===== src/rtl/asconp_iter.sv =====
// asconp_iter: round sequencer and 320-bit state register around the combinational asconp datapath, valid/ready in and out
module asconp_iter #(
  parameter int UROL = 1
) (
  input  logic        clk,
  input  logic        rst,
  input  logic        in_valid,
  output logic        in_ready,
  input  logic [3:0]  in_rounds,
  input  logic [63:0] in_x0,
  input  logic [63:0] in_x1,
  input  logic [63:0] in_x2,
  input  logic [63:0] in_x3,
  input  logic [63:0] in_x4,
  output logic        out_valid,
  input  logic        out_ready,
  output logic [63:0] out_x0,
  output logic [63:0] out_x1,
  output logic [63:0] out_x2,
  output logic [63:0] out_x3,
  output logic [63:0] out_x4,
  output logic        err,
  output logic        busy,
  output logic [3:0]  perm_round_cnt,
  output logic [63:0] perm_x0_i,
  output logic [63:0] perm_x1_i,
  output logic [63:0] perm_x2_i,
  output logic [63:0] perm_x3_i,
  output logic [63:0] perm_x4_i,
  input  logic [63:0] perm_x0_o,
  input  logic [63:0] perm_x1_o,
  input  logic [63:0] perm_x2_o,
  input  logic [63:0] perm_x3_o,
  input  logic [63:0] perm_x4_o
);
  localparam logic [3:0] STEP = 4'(UROL);
  typedef enum logic [1:0] {IDLE, RUN, DONE} state_t;
  state_t      state_q, state_d;
  logic [63:0] x_q [5];
  logic [63:0] x_d [5];
  logic [3:0]  cnt_q, cnt_d, cnt_nxt;
  logic        err_q, err_d, legal;
  always_comb begin
    legal   = (in_rounds == 4'd12 || in_rounds == 4'd8 || in_rounds == 4'd6) && (in_rounds % STEP == 4'd0);
    cnt_nxt = cnt_q > STEP ? cnt_q - STEP : 4'd0;
    state_d = state_q;
    cnt_d   = cnt_q;
    x_d     = x_q;
    err_d   = 1'b0;
    case (state_q)
      IDLE: if (in_valid) begin
        if (legal) begin
          state_d = RUN;
          cnt_d   = in_rounds;
          x_d     = '{in_x0, in_x1, in_x2, in_x3, in_x4};
        end else begin
          err_d = 1'b1;
        end
      end
      RUN: begin
        x_d     = '{perm_x0_o, perm_x1_o, perm_x2_o, perm_x3_o, perm_x4_o};
        cnt_d   = cnt_nxt;
        state_d = cnt_nxt == 4'd0 ? DONE : RUN;
      end
      DONE:    state_d = out_ready ? IDLE : DONE;
      default: state_d = IDLE;
    endcase
  end
  always_ff @(posedge clk) begin
    if (rst) begin
      state_q <= IDLE;
      cnt_q   <= '0;
      err_q   <= 1'b0;
      x_q     <= '{default: '0};
    end else begin
      state_q <= state_d;
      cnt_q   <= cnt_d;
      err_q   <= err_d;
      x_q     <= x_d;
    end
  end
  assign in_ready       = state_q == IDLE;
  assign busy           = state_q == RUN;
  assign out_valid      = state_q == DONE;
  assign err            = err_q;
  assign perm_round_cnt = busy ? cnt_q : 4'd0;
  assign perm_x0_i      = x_q[0];
  assign perm_x1_i      = x_q[1];
  assign perm_x2_i      = x_q[2];
  assign perm_x3_i      = x_q[3];
  assign perm_x4_i      = x_q[4];
  assign out_x0         = x_q[0];
  assign out_x1         = x_q[1];
  assign out_x2         = x_q[2];
  assign out_x3         = x_q[3];
  assign out_x4         = x_q[4];
endmodule


===== config.mk =====
export PLATFORM = sky130hd
export DESIGN_NAME = asconp_iter
export DESIGN_NICKNAME = d
export VERILOG_FILES = /design/src/rtl/asconp_iter.sv
export SDC_FILE = /design/constraint.sdc
export NUM_CORES = 1
export LEC_CHECK = 0
export ABC_AREA = 1
export CORE_AREA = 2 2 503 505
export DETAILED_ROUTE_END_ITERATION = 10
export DIE_AREA = 0 0 505 507
export GPL_ROUTABILITY_DRIVEN = 0
export PLACE_DENSITY = 0.35
export SETUP_SLACK_MARGIN = 0.05
export SLEW_MARGIN = 20
export SYNTH_ARGS = -nofsm -noshare
export SYNTH_HDL_FRONTEND = slang
export SYNTH_SLANG_ARGS = --single-unit

===== constraint.sdc =====
create_clock -name clk -period 2.1 [get_ports clk]
set_clock_uncertainty 0.05 [all_clocks]
set_input_delay 0.315 -clock clk [delete_from_list [all_inputs] [get_ports clk]]
set_output_delay 0.315 -clock clk [all_outputs]
set_load 0.1 [all_outputs]

# Word-level counts from Yosys, hierarchy flattened
# Cells that the tools add are included.
# word_totals
regBits,327
latch_bits,0
ramBits,0
romBits,0
inputBits,648
output_inout_bits,648
word_cells,41
mem_count,0
# op_classes
n_addsub,1
multipliers,0
div_mod_pow,0
order_cmp,1
eq_ne,7
shifts,0
muxes,14
bitwise_logic,2
reduce_logical,8
# ops
op,count
320-bit 2-to-1 mux,2
320-bit one-hot mux with 2 select lines,1
4-bit 2-to-1 mux,4
"4-bit == test, second input constant",2
2-bit 2-to-1 mux,4
4-bit one-hot mux with 2 select lines,1
2-bit one-hot mux with 3 select lines,1
"4-bit by 3-bit == test with 1-bit output, second input constant",1
"4-bit by 1-bit greater-than comparator with 1-bit output, second input constant",1
4-bit logical NOT,1
"4-bit by 1-bit subtractor with 4-bit output, second input constant",1
3-bit AND reduction,1
3-bit OR reduction,1
"2-bit by 1-bit == test with 1-bit output, second input constant",1
"2-bit == test, second input constant",1
2-bit logical NOT,1
1-bit logical OR,2
"2-bit by 1-bit != test with 1-bit output, second input constant",1
"2-bit != test, second input constant",1
1-bit NOT,2
2-bit AND reduction,1
2-bit nonzero test,1
1-bit 2-to-1 mux,1

# Depth between registers and ports, before layout
# depth
word_depth,6
depth_mapped,12
mapped_depth_nobuf,10

# Worst setup path before layout
# No wires, ideal clock.
# synth_path
path_type,flip-flop to output port
start,register state_q[0]
end,output port perm_round_cnt[0]
t_arrival_ns,2.116
required_time_ns,1.735
slack_ns,-0.381
stages_incl_launch_ff,7
n_path_buf,2
cell_sequence,dfxtp_1 -> inv_2 -> nor2_4 -> inv_2 -> buf_4 -> buf_2 -> nor2_1
# synth_between
elab_chain_cells,2
# synth_rtl
element,line_no,text
start: declaration,38,"state_t state_q, state_d;"
start signal: assignment,76,state_q <= state_d;
2-bit by 1-bit == test with 1-bit output,83,assign busy = state_q == RUN;
4-bit 2-to-1 mux,86,assign perm_round_cnt = busy ? cnt_q : 4'd0;
end: declaration,24,"output logic [3:0] perm_round_cnt,"
# No other way between the ends.

# Worst setup path in the final report
# Same ends and word-level chain as after synthesis.

==> results by group <==
Run status
  – Outcome: finished, violations left
  – Failing checks: negative setup slack

Pwr
  – Clock group share of total power: 16.2%
  – Power Dens Cells: 1300 nW/um2
  – P_leak: 18.8 nW
  – Power share of the combinational group: 65.5%
  – Switch Pwr: 30.6 mW
  – Sw frac: 60.1%
  – Cell internal pwr: 20.3 mW
  – Max IR drop VDD: 0.840 mV
  – Reg power frac: 18.3%

Floorplanning
  – Starting utilization of the core area: 8.14%
  – I/O pin total: 1,296
  – Core Area: 250,000 um2
  – Standard-cell rows: 184
  – Floorplan die area: 256,000 um2
  – Die width: 505 um
  – Y dimension of the die: 507 um

Global route
  – GRT Util Overall: 13.1%
  – Aggregate global routing overflow: 0
  – Vias in the first global route: 24,700
  – First-pass GRT wire length: 227,000 um
  – Number of antenna violations at the first check in global routing: 90
  – Maximum number of pins on one net before global-route repair: 86

CTS
  – Clock buffer count from CTS: 47
  – Buffer depth of the longest clock path: 3
  – Clock latency on the worst-skew pair: 0.64 ns
  – TritonCTS clock tree: done
  – H-Tree Level Count: 2
  – Cell at the root of the clock tree: sky130_fd_sc_hd__clkbuf_16
  – Clock-pin slew of the registers on the worst-case setup and hold paths: 0.06 ns
  – Sinks on Clock Net: 327

Logic synthesis
  – Cell count after synthesis: 3,499
  – Largest area contributor in the netlist: sky130_fd_sc_hd__dfxtp_1
  – Warning count from the yosys run: 0
  – Most instantiated flip-flop cell in the synthesis netlist: sky130_fd_sc_hd__dfxtp_1
  – Post-synth cell types: 18
  – Count leader, synth: sky130_fd_sc_hd__nand2_1
  – FF+latch count, synth: 327
  – Combined area of all synthesized cells: 20,400 um2
  – Synth cell count leaders: sky130_fd_sc_hd__nand2_1 (1,306), sky130_fd_sc_hd__nor2_1 (661), sky130_fd_sc_hd__buf_4 (359)
  – Synthesized netlist net count: 4,149
  – Post-Syn Area per Cell: 5.83 um2
  – Proportion of register bits with asynchronous set or reset after synthesis: 0%
  – Area share of the leading cell type in the synthesized netlist: 32.1%
  – Register area share after synthesis: 32.1%
  – Dominant cells by area after synthesis: sky130_fd_sc_hd__dfxtp_1 (32%), sky130_fd_sc_hd__nand2_1 (24%), sky130_fd_sc_hd__buf_4 (13%), sky130_fd_sc_hd__nor2_1 (12%), sky130_fd_sc_hd__nand3_1 (8.0%)
  – Number of enable flip-flop cells after synthesis: 0

Route
  – Routed wire length: 181,000 um
  – Number of iterations in the first detailed-routing pass: 5
  – Number of vias in the routed layout: 25,300
  – First-iteration detailed-routing DRC count: 1,576
  – Count of antenna-violating nets left after detailed routing: 0
  – Per-cell via count in the routed design: 3.18
  – Post-route DRC violation count: 0
  – Routed wire length per instance: 22.7 um

Job
  – Count of maximum capacitance violations: 0

Setup path
  – Startpoint types: flop
  – Delay of the slowest critical-path stage: 0.32 ns
  – Number of buffer and inverter instances along the worst setup path: 5
  – Largest delay share family, worst path: buffers and inverters
  – Master of the slowest instance on the critical path: sky130_fd_sc_hd__dfxtp_2
  – Levels on crit path: 7
  – CP max FO: 5
  – Destination of the worst register-to-register timing path: out_x4[9]
  – Crit path DAT: 1.83 ns
  – Critical setup path kind: flop to primary output
  – Sequence of cells on the critical path: inv_2 -> nor2_4 -> buf_12 -> inv_16 -> buf_16 -> nor2_4 -> buf_12
  – Launch instance of the worst register-to-register path: state_q[0]
  – Critical path required time: 1.74 ns
  – Worst reg-to-reg setup slack: -0.01 ns
  – Critical Path Source: state_q[0]
  – Type of element capturing the critical path: primary output
  – Depth of the worst register-to-register path: 16

STA
  – Count of endpoints failing setup in the final report: 6
  – Final cycle utilization of the critical path: 105%
  – Maximum clock frequency: 455 MHz
  – Final Max Tran Viols: 0
  – Crit path time final: 2.20 ns
  – Final Hold Vio Count: 0
  – Setup WS post-layout: -0.0970 ns
  – Tightest slew margin relative to the limit: 71.3%
  – Unrepaired setup endpoints after global routing: true
  – Actual transition at the worst max-transition pin: 0.430 ns
  – WHS: 0.231 ns

Hold path
  – End point of the worst hold path: err
  – HP Start: in_valid
  – Cell depth of the worst hold path: 3
  – Worst min-delay path category: input port to flop

Cells and area
  – Combined area of the multi-input logic cells: 9740 um2
  – Layout Area Growth over Synthesis: 91.8%
  – Fraction of final layout cells with drive strength greater than 1: 24.7%
  – Area taken by flip-flops and latches: 6550 um2
  – Final-layout fill cell count: 29,000
  – Final core occ: 15.6%
  – Layout net count: 5,204
  – Final std cell area, no fill: 39,100 um2

Place
  – Input/output buffers: 1,295
  – Detailed-placement wirelength estimate: 149,000 um
  – Cell area after placement: 35,600 um2
flip-flops by register name, summed over array words and instances (netlist names):
register / count
state_q: 2
out_x0: 64
out_x3: 64
out_x2: 64
cnt_q: 4
out_x4: 64
out_x1: 64
err: 1
worst max-delay path by stage:
stage | to
after global placement | out_x4[57]
after global routing | perm_round_cnt[0]
after floorplan | perm_round_cnt[0]
after detailed placement | out_x4[57]
after CTS | perm_round_cnt[0]
final | perm_round_cnt[0]
cell type report:
| type | count | area share [%] |
|---|---|---|
| Tap cell | 3348 | 10.7 |
| Sequential cell | 327 | 16.8 |
| Multi-Input combinational cell | 2306 | 24.9 |
| Clock inverter | 18 | 0.442 |
| Clock buffer | 67 | 3.46 |
| Antenna cell | 20 | 0.128 |
| Inverter | 333 | 3.32 |
| Timing Repair Buffer | 1539 | 40.3 |
layout by cell type (no fill, tap or decap):
cell and n:
sky130_fd_sc_hd__clkinv_4 3, sky130_fd_sc_hd__nor2_4 7, sky130_fd_sc_hd__ha_1 2, sky130_fd_sc_hd__clkbuf_16 64, sky130_fd_sc_hd__a21oi_1 2, sky130_fd_sc_hd__inv_8 2
sky130_fd_sc_hd__diode_2 20, sky130_fd_sc_hd__inv_2 4, sky130_fd_sc_hd__inv_1 325, sky130_fd_sc_hd__clkbuf_1 11, sky130_fd_sc_hd__dfxtp_2 6, sky130_fd_sc_hd__nand2_1 1168
sky130_fd_sc_hd__buf_16 11, sky130_fd_sc_hd__nor2_1 656, sky130_fd_sc_hd__buf_4 687, sky130_fd_sc_hd__clkbuf_8 8, sky130_fd_sc_hd__nand3_1 318, sky130_fd_sc_hd__nand2_4 32
sky130_fd_sc_hd__dfxtp_1 321, sky130_fd_sc_hd__buf_6 15, sky130_fd_sc_hd__o21ai_0 3, sky130_fd_sc_hd__nand3b_1 1, sky130_fd_sc_hd__clkinv_8 1, sky130_fd_sc_hd__inv_6 2
sky130_fd_sc_hd__clkinvlp_4 1, sky130_fd_sc_hd__buf_8 11, sky130_fd_sc_hd__nand3_2 9, sky130_fd_sc_hd__buf_12 150, sky130_fd_sc_hd__bufinv_16 2, sky130_fd_sc_hd__nand2_8 3
sky130_fd_sc_hd__clkdlybuf4s50_1 647, sky130_fd_sc_hd__nand2_2 105, sky130_fd_sc_hd__inv_16 2, sky130_fd_sc_hd__bufbuf_16 2, sky130_fd_sc_hd__clkinv_2 9
worst min-delay path, stage by stage:
cell and delay (ns):
sky130_fd_sc_hd__clkdlybuf4s50_1 0.44, sky130_fd_sc_hd__nand3_1 0.10, sky130_fd_sc_hd__a21oi_1 0.04
metal layers:
| layer | routed length, um | track usage (%) |
|---|---|---|
| met1 | 71800 | 15.1 |
| met3 | 21000 | 6.40 |
| met4 | 3900 | 2.75 |
| met2 | 83400 | 21.7 |
| met5 | 581 | 0 |
cells by family (layout without fill, tap and decap cells):
family          after synthesis  after routing  synth area share [%]
compound gates                5              5                 0.123
fa+ha+maj                     2              2                 0.123
buf+inv                     866           1957                  23.2
flops                       327            327                  32.1
other cells                   0             20                     0
simple gates               2299           2299                  44.4
metrics by stage:
step                setup slack (ns)  setup TNS, ns  cells  power (mW)
finish                       -0.0970         -0.360   7958        50.9
global route                  -0.226         -13.28   7947        53.0
CTS                           -0.288          -7.68   7892        50.8
detailed placement            -0.267         -53.91   7791        41.8
global placement              -0.264         -53.66   7791        41.8
floorplan                     -0.381         -42.06   3499        32.5
power groups by stage:
stage	clock, mW	sequential [mW]	combinational [mW]
after floorplan	0	17.2	15.3
after global placement	0	9.45	32.3
after detailed placement	0	9.47	32.3
after CTS	8.65	9.38	32.7
after global routing	8.83	9.48	34.7
final	8.24	9.33	33.3
timing repair:
action | 4_1_cts | 5_1_grt
setup buffers | 12 | 27
pin swaps | 4 | 150
gates resized for setup | 65 | 218
hold buffers | 0 | 0
cloned | 5 | 24
setup endpoints to repair | 17 | 287
Note: power is estimated with default switching activity, not from simulation.
